--- src/rtl/fetch_stage.sv ---
// fetch_stage: LEGv8 IF stage with PC, IF/ID register, fault state and retired-fetch counter
// ports: clk/reset; stall_F, flush_D, PCSrc/PCBranch in; imem_addr out, imem_q in;
//        pc_F, instr_D, pc_D, valid_D, fetch_fault, fetch_count out
module fetch_stage #(
  parameter int N = 64,
  parameter int ROM_WORDS_LOG2 = 6
) (
  input  logic                      clk,
  input  logic                      reset,
  input  logic                      stall_F,
  input  logic                      flush_D,
  input  logic                      PCSrc,
  input  logic [N-1:0]              PCBranch,
  output logic [ROM_WORDS_LOG2-1:0] imem_addr,
  input  logic [31:0]               imem_q,
  output logic [N-1:0]              pc_F,
  output logic [31:0]               instr_D,
  output logic [N-1:0]              pc_D,
  output logic                      valid_D,
  output logic                      fetch_fault,
  output logic [31:0]               fetch_count
);
  typedef enum logic {RUN, FAULT} state_t;
  state_t r_state;
  logic [N-1:0] r_pc, r_pc_d;
  logic [31:0] r_instr, r_count;
  logic r_valid;
  logic w_bad, w_run, w_adv, w_load, w_hold;
  assign w_bad = (|r_pc[1:0]) | (|r_pc[N-1:ROM_WORDS_LOG2+2]);
  assign w_run = r_state == RUN;
  // sequential advance: RUN, no redirect, no stall, good PC
  assign w_adv = w_run & ~PCSrc & ~stall_F & ~w_bad;
  // flush only suppresses the IF/ID load, never the PC step
  assign w_load = w_adv & ~flush_D;
  assign w_hold = w_run & ~PCSrc & stall_F & ~flush_D;
  assign imem_addr = r_pc[ROM_WORDS_LOG2+1:2];
  assign pc_F = r_pc;
  assign instr_D = r_instr;
  assign pc_D = r_pc_d;
  assign valid_D = r_valid;
  assign fetch_fault = r_state == FAULT;
  assign fetch_count = r_count;
  always_ff @(posedge clk) begin
    if (reset) begin
      r_state <= RUN;
      r_pc <= '0;
      r_pc_d <= '0;
      r_instr <= '0;
      r_valid <= 1'b0;
      r_count <= '0;
    end else begin
      if (PCSrc) r_pc <= PCBranch;
      else if (w_adv) r_pc <= r_pc + N'(4);
      if (!w_run && PCSrc) r_state <= RUN;
      else if (w_run && !PCSrc && !stall_F && w_bad) r_state <= FAULT;
      if (w_load) begin
        r_instr <= imem_q;
        r_pc_d <= r_pc;
        r_valid <= 1'b1;
        r_count <= r_count + 32'd1;
      end else if (!w_hold) begin
        r_instr <= '0;
        r_pc_d <= '0;
        r_valid <= 1'b0;
      end
    end
  end
endmodule

--- config.mk ---
export PLATFORM = sky130hd
export DESIGN_NAME = fetch_stage
export DESIGN_NICKNAME = d
export VERILOG_FILES = /design/src/rtl/fetch_stage.sv
export SDC_FILE = /design/constraint.sdc
export NUM_CORES = 1
export LEC_CHECK = 0
export BUFFER_PORTS_ARGS = -buffer_cell sky130_fd_sc_hd__clkbuf_2
export CORE_MARGIN = 5
export CORE_UTILIZATION = 25
export CTS_CLUSTER_DIAMETER = 100
export CTS_CLUSTER_SIZE = 24
export DETAILED_ROUTE_END_ITERATION = 12
export GPL_TIMING_DRIVEN = 1
export PLACE_DENSITY = 0.48
export SLEW_MARGIN = 20
export SYNTH_ARGS = -nofsm -noshare
export SYNTH_HDL_FRONTEND = slang
export SYNTH_SLANG_ARGS = --single-unit
--- constraint.sdc ---
create_clock -name clk -period 3.55 [get_ports clk]
set_clock_uncertainty 0.15 [all_clocks]
set_input_delay 0.71 -clock clk [delete_from_list [all_inputs] [get_ports clk]]
set_output_delay 0.71 -clock clk [all_outputs]
set_load 0.05 [all_outputs]
== After elaboration in Yosys (flattened, before gate mapping) ==
Cells that the tools add are included.

* Logic and storage cells: 39
* Bits of input ports: 101
* Output and inout bits: 200
* Bits in registers: 194

* Add/subtract/negate cells: 2
* Multiplexer cells: 8
* Equality and inequality tests: 1
* Bitwise logic cells: 12
* Reductions and logical operators: 10

{| class="wikitable"
|+ Operators by type and width
! cell !! number
|-
| $mux 64 || 4
|-
| $add 64x3->64 const B || 1
|-
| $mux 32 || 2
|-
| $reduce_or 56->1 || 1
|-
| $add 32x1->32 const B || 1
|-
| $and 1x1->1 || 6
|-
| $not 1->1 || 5
|-
| $logic_and 1x1->1 || 4
|-
| $reduce_or 2->1 || 2
|-
| $logic_not 1->1 || 2
|-
| $mux 1 || 2
|-
| $ne 2x2->1 const B || 1
|-
| $reduce_bool 2->1 || 1
|-
| $or 1x1->1 || 1
|}

== Logic depth before layout (Yosys ltp) ==
Gate-level depths: netlist of run 1.

* Word-level depth: 6
* Depth in mapped cells: 8
* Mapped depth without buffers: 6

== Worst setup path after synthesis of run 1 ==
No wires, ideal clock.

* Path type: reg2reg
* Start point: reg r_pc[32] (netlist: pc_F[32])
* End point: reg r_count[29] (netlist: fetch_count[29])
* Clock period less this slack: 2,600 ps
* Required time: 3,277 ps
* Path buffers: 2
* Stages on the path, launching flop included: 8
* Data arrival time: 2,326 ps
* Setup slack: 950 ps
* Setup time: 123 ps
* Cell sequence: dfxtp_1 > nor4_1 > nand4_1 > or4_1 > buf_6 > buf_6 > nor4_1 > mux2_1

* Cells in the longest elaborated chain, start to end: 5

{| class="wikitable"
|+ Ends and longest elaborated chain
! element !! line !! RTL
|-
| start: declaration || 25 || <nowiki>logic [N-1:0] r_pc, r_pc_d;</nowiki>
|-
| start signal: assignment || 52 || <nowiki>if (PCSrc) r_pc <= PCBranch;</nowiki>
|-
| start signal: assignment || 53 || <nowiki>else if (w_adv) r_pc <= r_pc + N'(4);</nowiki>
|-
| $reduce_or 56->1 || 29 || <nowiki>assign w_bad = (|r_pc[1:0]) | (|r_pc[N-1:ROM_WORDS_LOG2+2]);</nowiki>
|-
| $or 1x1->1 || 29 ||
|-
| $not 1->1 || 32 || <nowiki>assign w_adv = w_run & ~PCSrc & ~stall_F & ~w_bad;</nowiki>
|-
| $and 1x1->1 || 32 ||
|-
| $and 1x1->1 || 34 || <nowiki>assign w_load = w_adv & ~flush_D;</nowiki>
|-
| end signal: assignment || 60 || <nowiki>r_count <= r_count + 32'd1;</nowiki>
|-
| end: declaration || 26 || <nowiki>logic [31:0] r_instr, r_count;</nowiki>
|}

Every way passes these cells.
A chain may end at the register's enable or synchronous reset.

== Worst setup path in the final report of run 1 ==
* Start point: reg r_pc[55] (netlist: pc_F[55])
* End point: reg r_count[15] (netlist: fetch_count[15])

The elaborated chain is that of the path after synthesis.

==> metrics.md, run 1 <==
| Metric | Value |
|---|---|
| Outcome | `finished, final reports clean` |
| Vias in the first global route | `6124` |
| Area share of the largest cell type after synthesis | `0.5372` |
| Worst-Margin Slew | `1.046 ns` |
| Wire per inst | `around 17 um` |
| TNS Setup | `0 ns` |
| Hold path depth | `1` |
| Final Cycle Share | `0.9008` |
| Int Pwr | `roughly 3.3 mW` |
| Cts hold-fix bufs | `0` |
| Final net count | `roughly 1100` |
| First-pass GRT wire length | `approximately 36 mm` |
| Resized cells post-CTS | `0` |
| Share of cells above drive strength 1 | `0.3507` |
| Final std cells w/o fill | `1403` |
| Port Buffer Count | `300` |
| Ranking of synthesized cells by area | `dfxtp_1, mux2i_1, nor2_1` |
| Synth warn | `0` |
| Clk Latency, worst-skew pair | `0.43 ns` |
| Die X | `about 180 um` |
| Relative slew slack | `0.3026` |
| Core area | `0.02863 sq mm` |
| Post-route ant nets | `0` |
| Cts bufs inserted | `17` |
| Setup Fix Bufs, Post-CTS | `0` |
| Starting Density | `0.2526` |
| Avg Cell Area, Syn | `9.796 sq um` |
| Power per cell area | `491.0 mW/mm^2` |
| Slew Limit Fails | `0` |
| Hpwl dp | `16.59 mm` |
| Dpl cell area | `about 0.0091 sq mm` |
| Clock share of power | `0.429` |
| Post-route cell area | `0.009719 sq mm` |
| Startpoint types | `flip-flop` |
| Pin count of the biggest net entering global routing | `59` |
| H-tree levels | `4` |
| Vias per inst | `between 4 and 5` |
| CTS Root Cell | `clkbuf_16` |
| Static leakage | `4.316 nW` |
| Critical Path Sink Type | `flip-flop` |
| Most common cell in the netlist | `dfxtp_1` |
| Crit path time final | `around 3.2 ns` |
| Grt total ovfl | `0` |
| Number of max-cap violations | `0` |
| Maximum clock frequency | `between 300 and 400 MHz` |
| Min-Delay Path Class | `reg2reg` |
| Synth cell types | `38` |
| Reg2reg path depth | `6` |
| Clock Path Buffers | `2` |
| Register area share after synthesis | `0.5372` |
| CP Class | `reg2reg` |
| Syn Inst Count | `738` |
| CTS tree | `yes` |
| Placed cells | `1370` |
| Number of DRC markers in iteration 0 | `313` |
| Top Ports | `301` |
| Vias | `6421` |
| Peak supply drop | `0.2613 mV` |
| Asr flop ratio synth | `0` |
| Syn_nets | `approximately 840` |
| Flop2flop setup slack | `0.35 ns` |
| Total Wirelength | `23.47 mm` |
| Flop pwr share | `0.474` |
| Most used DFF post-synth | `dfxtp_1` |
| RD Place Congestion | `0.7544` |
| Sw Ratio | `0.2987` |
| Die ar. | `0.03242 sq mm` |
| Die Span Y | `180.1 um` |
| RSZ-0062 raised after global routing | `false` |
| Synthesized flop and latch total | `194` |
| First-pass detailed-route iteration total | `4` |
| Post-synth EDFFs | `0` |
| Clock sink total | `194` |
| Worst path required time | `3.75 ns` |
| Crit path DAT | `3.40 ns` |
| Setup-failing EPs final | `0` |
| Layout area overhead | `34.44%` |
| Clk slew on worst S/H paths | `0.08 ns` |
| # DRC | `0` |
| Synth top cells by count | `dfxtp_1, nor2_1, and2_1` |
| Total GRT Usage | `0.1392` |
| NetSw | `1.425 mW` |
| Synthesized area | `0.007229 sq mm` |
| CP Max Fanout | `33` |
| Yosys top cell by area | `dfxtp_1` |
| Hold Fails Final Rpt | `0` |
| Antenna violations before repair | `1` |
| Gate power share | `0.097` |
| # rows | `62` |
==> per-layer routing <==
metal	up-vias	global-route usage	part of all wire
met5	-	0	0
met3	14	0.05450	0.082
met4	0	0.03842	0.013
li1	3193	-	-
met2	205	0.2165	0.46
met1	3009	0.1810	0.44
==> final timing paths <==
| path | startpoint | endpoint |
|---|---|---|
| max | pc_F[55] | fetch_count[15] |
| min | pc_D[49] | pc_D[49] |
| max reg2reg | pc_F[55] | fetch_count[15] |
| min reg2reg | pc_D[49] | pc_D[49] |
==> layout make-up <==
| cell class | count | area (sq um) |
|---|---|---|
| diodes | 1 | 2.502 |
| clock buffers | 17 | 425.4 |
| clock inverters | 15 | 214.0 |
| fillers | 2988 | 18910 |
| inverters | 6 | 22.52 |
| multi-input cells | 474 | 3057 |
| flip-flops and latches | 194 | 3884 |
| well taps | 384 | 480.5 |
| repair buffers | 312 | 1634 |
==> through the flow <==
step	util	worst slack (ns)	hold slack (ns)	total power, mW
detailed placement	0.3171	0.2255	0.2939	2.782
floorplan	-	0.9503	0.5252	2.616
global placement	0.3171	0.2307	0.2908	2.781
global route	0.3395	0.1011	0.3288	4.993
CTS	0.3395	0.1942	0.3158	4.864
finish	0.3395	0.3523	0.3122	4.772
==> cells by family after synthesis <==
group / count (synthesis) / share of synthesized area
fa+ha+maj: 2 / 0.003461
compound gates: 104 / 0.1045
buf+inv: 70 / 0.04257
mux: 65 / 0.09138
simple gates: 303 / 0.2208
flops: 194 / 0.5372
==> cells in the final DEF (no fill, tap or decap), types with 3 or more instances in the layout <==
cell type | synthesis | final
nor3_1 | 10 | 10
a32oi_1 | 38 | 38
buf_4 | 6 | 11
clkbuf_16 | 0 | 17
nand3_1 | 17 | 17
nor4_2 | 1 | 3
mux2_2 | 6 | 6
nor2_1 | 112 | 111
nand4_1 | 18 | 18
clkbuf_2 | 0 | 298
and3_1 | 7 | 7
o21ai_0 | 5 | 5
dfxtp_1 | 194 | 194
a31oi_1 | 3 | 3
nor2b_1 | 10 | 9
nand2_1 | 14 | 14
and2_1 | 61 | 61
a21oi_1 | 26 | 26
a311oi_1 | 3 | 3
inv_1 | 6 | 6
inv_12 | 0 | 4
inv_8 | 0 | 3
or3_1 | 4 | 4
o31ai_1 | 21 | 21
clkinv_8 | 0 | 6
mux2i_1 | 57 | 57
buf_12 | 0 | 3
nor4_1 | 19 | 17
or4_1 | 24 | 23
==> registers in the layout (all words and copies together) (netlist names) <==
signal,cells
fetch_fault,1
valid_D,1
instr_D,32
fetch_count,32
pc_F,64
pc_D,64
==> worst max-delay path, stage by stage, from the launching register on <==
cell     delay, ns
dfxtp_1       0.33
nor4_1        0.47
nand4_1       0.24
or4_2         0.98
buf_12        0.29
or4_1         0.50
a21oi_1       0.14
==> power groups by stage <==
stage	clock network, mW	registers [mW]	logic (mW)
after floorplan	0	2.45	0.162
after global placement	0	2.31	0.470
after detailed placement	0	2.31	0.469
after CTS	2.13	2.26	0.471
after global routing	2.23	2.27	0.495
final	2.05	2.26	0.463
Note: power is estimated with default switching activity, not from simulation.
==> run 2: changes to the inputs <==
--- a/config.mk
+++ b/config.mk
@@ -14,3 +14,2 @@
 export GPL_TIMING_DRIVEN = 1
-export PLACE_DENSITY = 0.48
 export SLEW_MARGIN = 20
==> constraint.sdc (replaced) <==
create_clock -name clk -period 3.55 [get_ports clk]
set_clock_uncertainty 0.15 [all_clocks]
set_input_delay 0.355 -clock clk [delete_from_list [all_inputs] [get_ports clk]]
set_output_delay 0.355 -clock clk [all_outputs]
set_load 0.05 [all_outputs]
==> run 2 against run 1 <==
  * Maximum frequency increased by 0.50%
  * Wire length decreased by 2.5%
  * Sequential power about the same
  * Core utilization increased by 0.54 points
  * Non-clock buffer count increased by 19
  * Via count increased by 1.4%
  * Largest cell class unchanged
==> metrics.md, run 2 (synthesis gave the netlist of run 1 again) <==
| Metric | Value |
|---|---|
| Reg2reg path depth | `6 (unchanged)` |
| RSZ-0062 raised after global routing | `false (unchanged)` |
| Static leakage | `4.380 nW (was 4.316 nW)` |
| Filler cells | `2928 (was 2988)` |
| R2r endpoint | `fetch_count[29] (was fetch_count[15])` |
| Power per cell area | `481.2 mW/mm^2 (was 491.0 mW/mm^2)` |
| Cts bufs inserted | `17 (unchanged)` |
| Number of DRC markers in iteration 0 | `332 (was 313)` |
| Die Span Y | `180.1 um (unchanged)` |
| Setup-failing EPs final | `0 (unchanged)` |
| Clock share of power | `0.424 (was 0.429)` |
| CTS tree | `yes (unchanged)` |
| First-pass detailed-route iteration total | `4 (unchanged)` |
| Critical path buffer and inverter count | `1 (unchanged)` |
| Relative slew slack | `0.3404 (was 0.3026)` |
| Startpoint types | `flip-flop (unchanged)` |
| Dpl cell area | `0.009050 sq mm (was 0.009077 sq mm)` |
| Gate power share | `0.100 (was 0.097)` |
| Clock Path Buffers | `2 (unchanged)` |
| Crit path DAT | `3.36 ns (was 3.40 ns)` |
| Worst-Margin Slew | `0.9894 ns (was 1.046 ns)` |
| Grt total ovfl | `0 (unchanged)` |
| # rows | `62 (unchanged)` |
| CTS Root Cell | `clkbuf_16 (unchanged)` |
| Post-route ant nets | `0 (unchanged)` |
| Min-Delay Path Class | `in2reg (was reg2reg)` |
| Setup Fix Bufs, Post-CTS | `0 (unchanged)` |
| Clk slew on worst S/H paths | `0.08 ns (about the same)` |
| Resized cells post-CTS | `0 (unchanged)` |
| FF+latch area | `0.003884 sq mm (unchanged)` |
| Hold Fails Final Rpt | `0 (unchanged)` |
| Final net count | `1127 (was 1108)` |
| Flop2flop setup slack | `0.37 ns (was 0.35 ns)` |
| Most common cell after layout, fill and taps aside | `clkbuf_2 (unchanged)` |
| Pin count of the biggest net entering global routing | `65 (was 59)` |
| Most frequent cells in the layout | `clkbuf_2, dfxtp_1, nor2_1 (unchanged)` |
| Reg-to-Reg Start | `pc_F[59] (was pc_F[55])` |
| Clk Latency, worst-skew pair | `0.43 ns (about the same)` |
| # DRC | `0 (unchanged)` |
| CP dominant cell by count | `nor4_1` |
| CP Max Fanout | `64 (was 33)` |
| CP Class | `reg2reg (unchanged)` |
| Antenna violations before repair | `0 (was 1)` |
| Worst path required time | `3.72 ns (was 3.75 ns)` |
| Critical path's largest stage delay | `0.73 ns (was 0.98 ns)` |
| Core area | `0.02863 sq mm (unchanged)` |
| Worst path depth | `6 (unchanged)` |
| Clock sink total | `194 (unchanged)` |
| Core Util, Final | `0.3449 (was 0.3395)` |
| Sw Ratio | `0.2965 (was 0.2987)` |
| Flop pwr share | `0.476 (was 0.474)` |
| Die X | `180.1 um (unchanged)` |
| RD Place Congestion | `0.7740 (was 0.7544)` |
| Layout area overhead | `36.57% (was 34.44%)` |
| Final Cycle Share | `0.8963 (was 0.9008)` |
| Hpwl dp | `16.25 mm (was 16.59 mm)` |
| Int Pwr | `3.342 mW (was 3.347 mW)` |
| Total GRT Usage | `0.1348 (was 0.1392)` |
| Total Wirelength | `22.88 mm (was 23.47 mm)` |
| Final hold slack | `0.01800 ns (was 0.3122 ns)` |
| Vias | `6508 (was 6421)` |
| Worst path slowest cell | `or4_2 (unchanged)` |
| Top Ports | `301 (unchanged)` |
| Number of max-cap violations | `0 (unchanged)` |
| Maximum clock frequency | `314.3 MHz (was 312.7 MHz)` |
| Vias in the first global route | `6323 (was 6124)` |
| Critical Path Sink Type | `flip-flop (unchanged)` |
| Setup crit start | `pc_F[59] (was pc_F[55])` |
| CP endpoint | `fetch_count[29] (was fetch_count[15])` |
| Post-route cell area | `0.009873 sq mm (was 0.009719 sq mm)` |
| Wire per inst | `16.09 um (was 16.73 um)` |
| Peak supply drop | `0.2724 mV (was 0.2613 mV)` |
| NetSw | `1.409 mW (was 1.425 mW)` |
| TNS Setup | `0 ns (unchanged)` |
| Crit path time final | `3.182 ns (was 3.198 ns)` |
| H-tree levels | `4 (unchanged)` |
| Port Buffer Count | `300 (unchanged)` |
| Vias per inst | `4.577 (about the same)` |
| Share of cells above drive strength 1 | `0.3433 (was 0.3507)` |
| Area occupied by multi-input gates | `0.003062 sq mm (was 0.003057 sq mm)` |
| Crit-path cells | `nor4_1 -> nand4_1 -> or4_2 -> buf_12 -> nor4_1 -> mux2_1 (was nor4_1 -> nand4_1 -> or4_2 -> buf_12 -> or4_1 -> a21oi_1)` |
| Outcome | `finished, final reports clean (unchanged)` |
| Die ar. | `0.03242 sq mm (unchanged)` |
| First-pass GRT wire length | `35.82 mm (was 36.47 mm)` |
| Starting Density | `0.2526 (unchanged)` |
| Slew Limit Fails | `0 (unchanged)` |
| Cell family with most CP delay | `simple AND/OR/NAND/NOR gates (unchanged)` |
==> run 2: worst min-delay path, cell delays in order <==
cell      delay (ns)
clkbuf_2        0.08
mux2i_1         0.06
nor2_1          0.07
==> run 2: metrics by stage <==
stage,worst slack [ns],power (mW),cells
floorplan,0.9503,2.616,738
global placement,0.3548,2.774,1369
detailed placement,0.3788,2.776,1369
CTS,0.3663,4.827,1421
global route,0.2549,4.955,1421
finish,0.3681,4.751,1422
==> run 2: power by group through the flow <==
stage | logic [mW] | clock network (mW) | registers [mW]
6_report | 0.477 | 2.01 | 2.26
2_1_floorplan | 0.162 | 0 | 2.45
3_5_place_dp | 0.462 | 0 | 2.31
3_3_place_gp | 0.463 | 0 | 2.31
4_1_cts | 0.481 | 2.08 | 2.26
5_1_grt | 0.509 | 2.18 | 2.27
==> run 2: area by class of cell <==
cell class                 instances  area share
antenna                            1   0.0002535
clock buffer                      17     0.04309
clock inverter                    15     0.01977
inverter                           6    0.002281
multi-input combinational        474      0.3101
sequential                       194      0.3934
tap                              384     0.04866
timing repair buffer             331      0.1825
==> run 2: worst min-delay path by stage <==
stage / from / end / cells after the start
floorplan: PCBranch[10] / pc_F[10] / 2
global placement: pc_D[30] / pc_D[30] / 1
detailed placement: pc_D[12] / pc_D[12] / 1
CTS: PCBranch[53] / pc_F[53] / 3
global route: imem_q[22] / instr_D[22] / 3
finish: PCBranch[57] / pc_F[57] / 3
==> run 2: timing repair <==
item,CTS,global route
endpoints found under the hold margin,20,0
hold buffers,20,0
endpoints found under the setup margin,0,0
==> run 2: per-layer routing <==
layer,share of wire,wire length (um),global-route usage
met1,0.43,9938,0.1713
met2,0.47,10790,0.2188
met3,0.076,1729,0.04562
met4,0.018,417,0.03902
met5,0,0,0
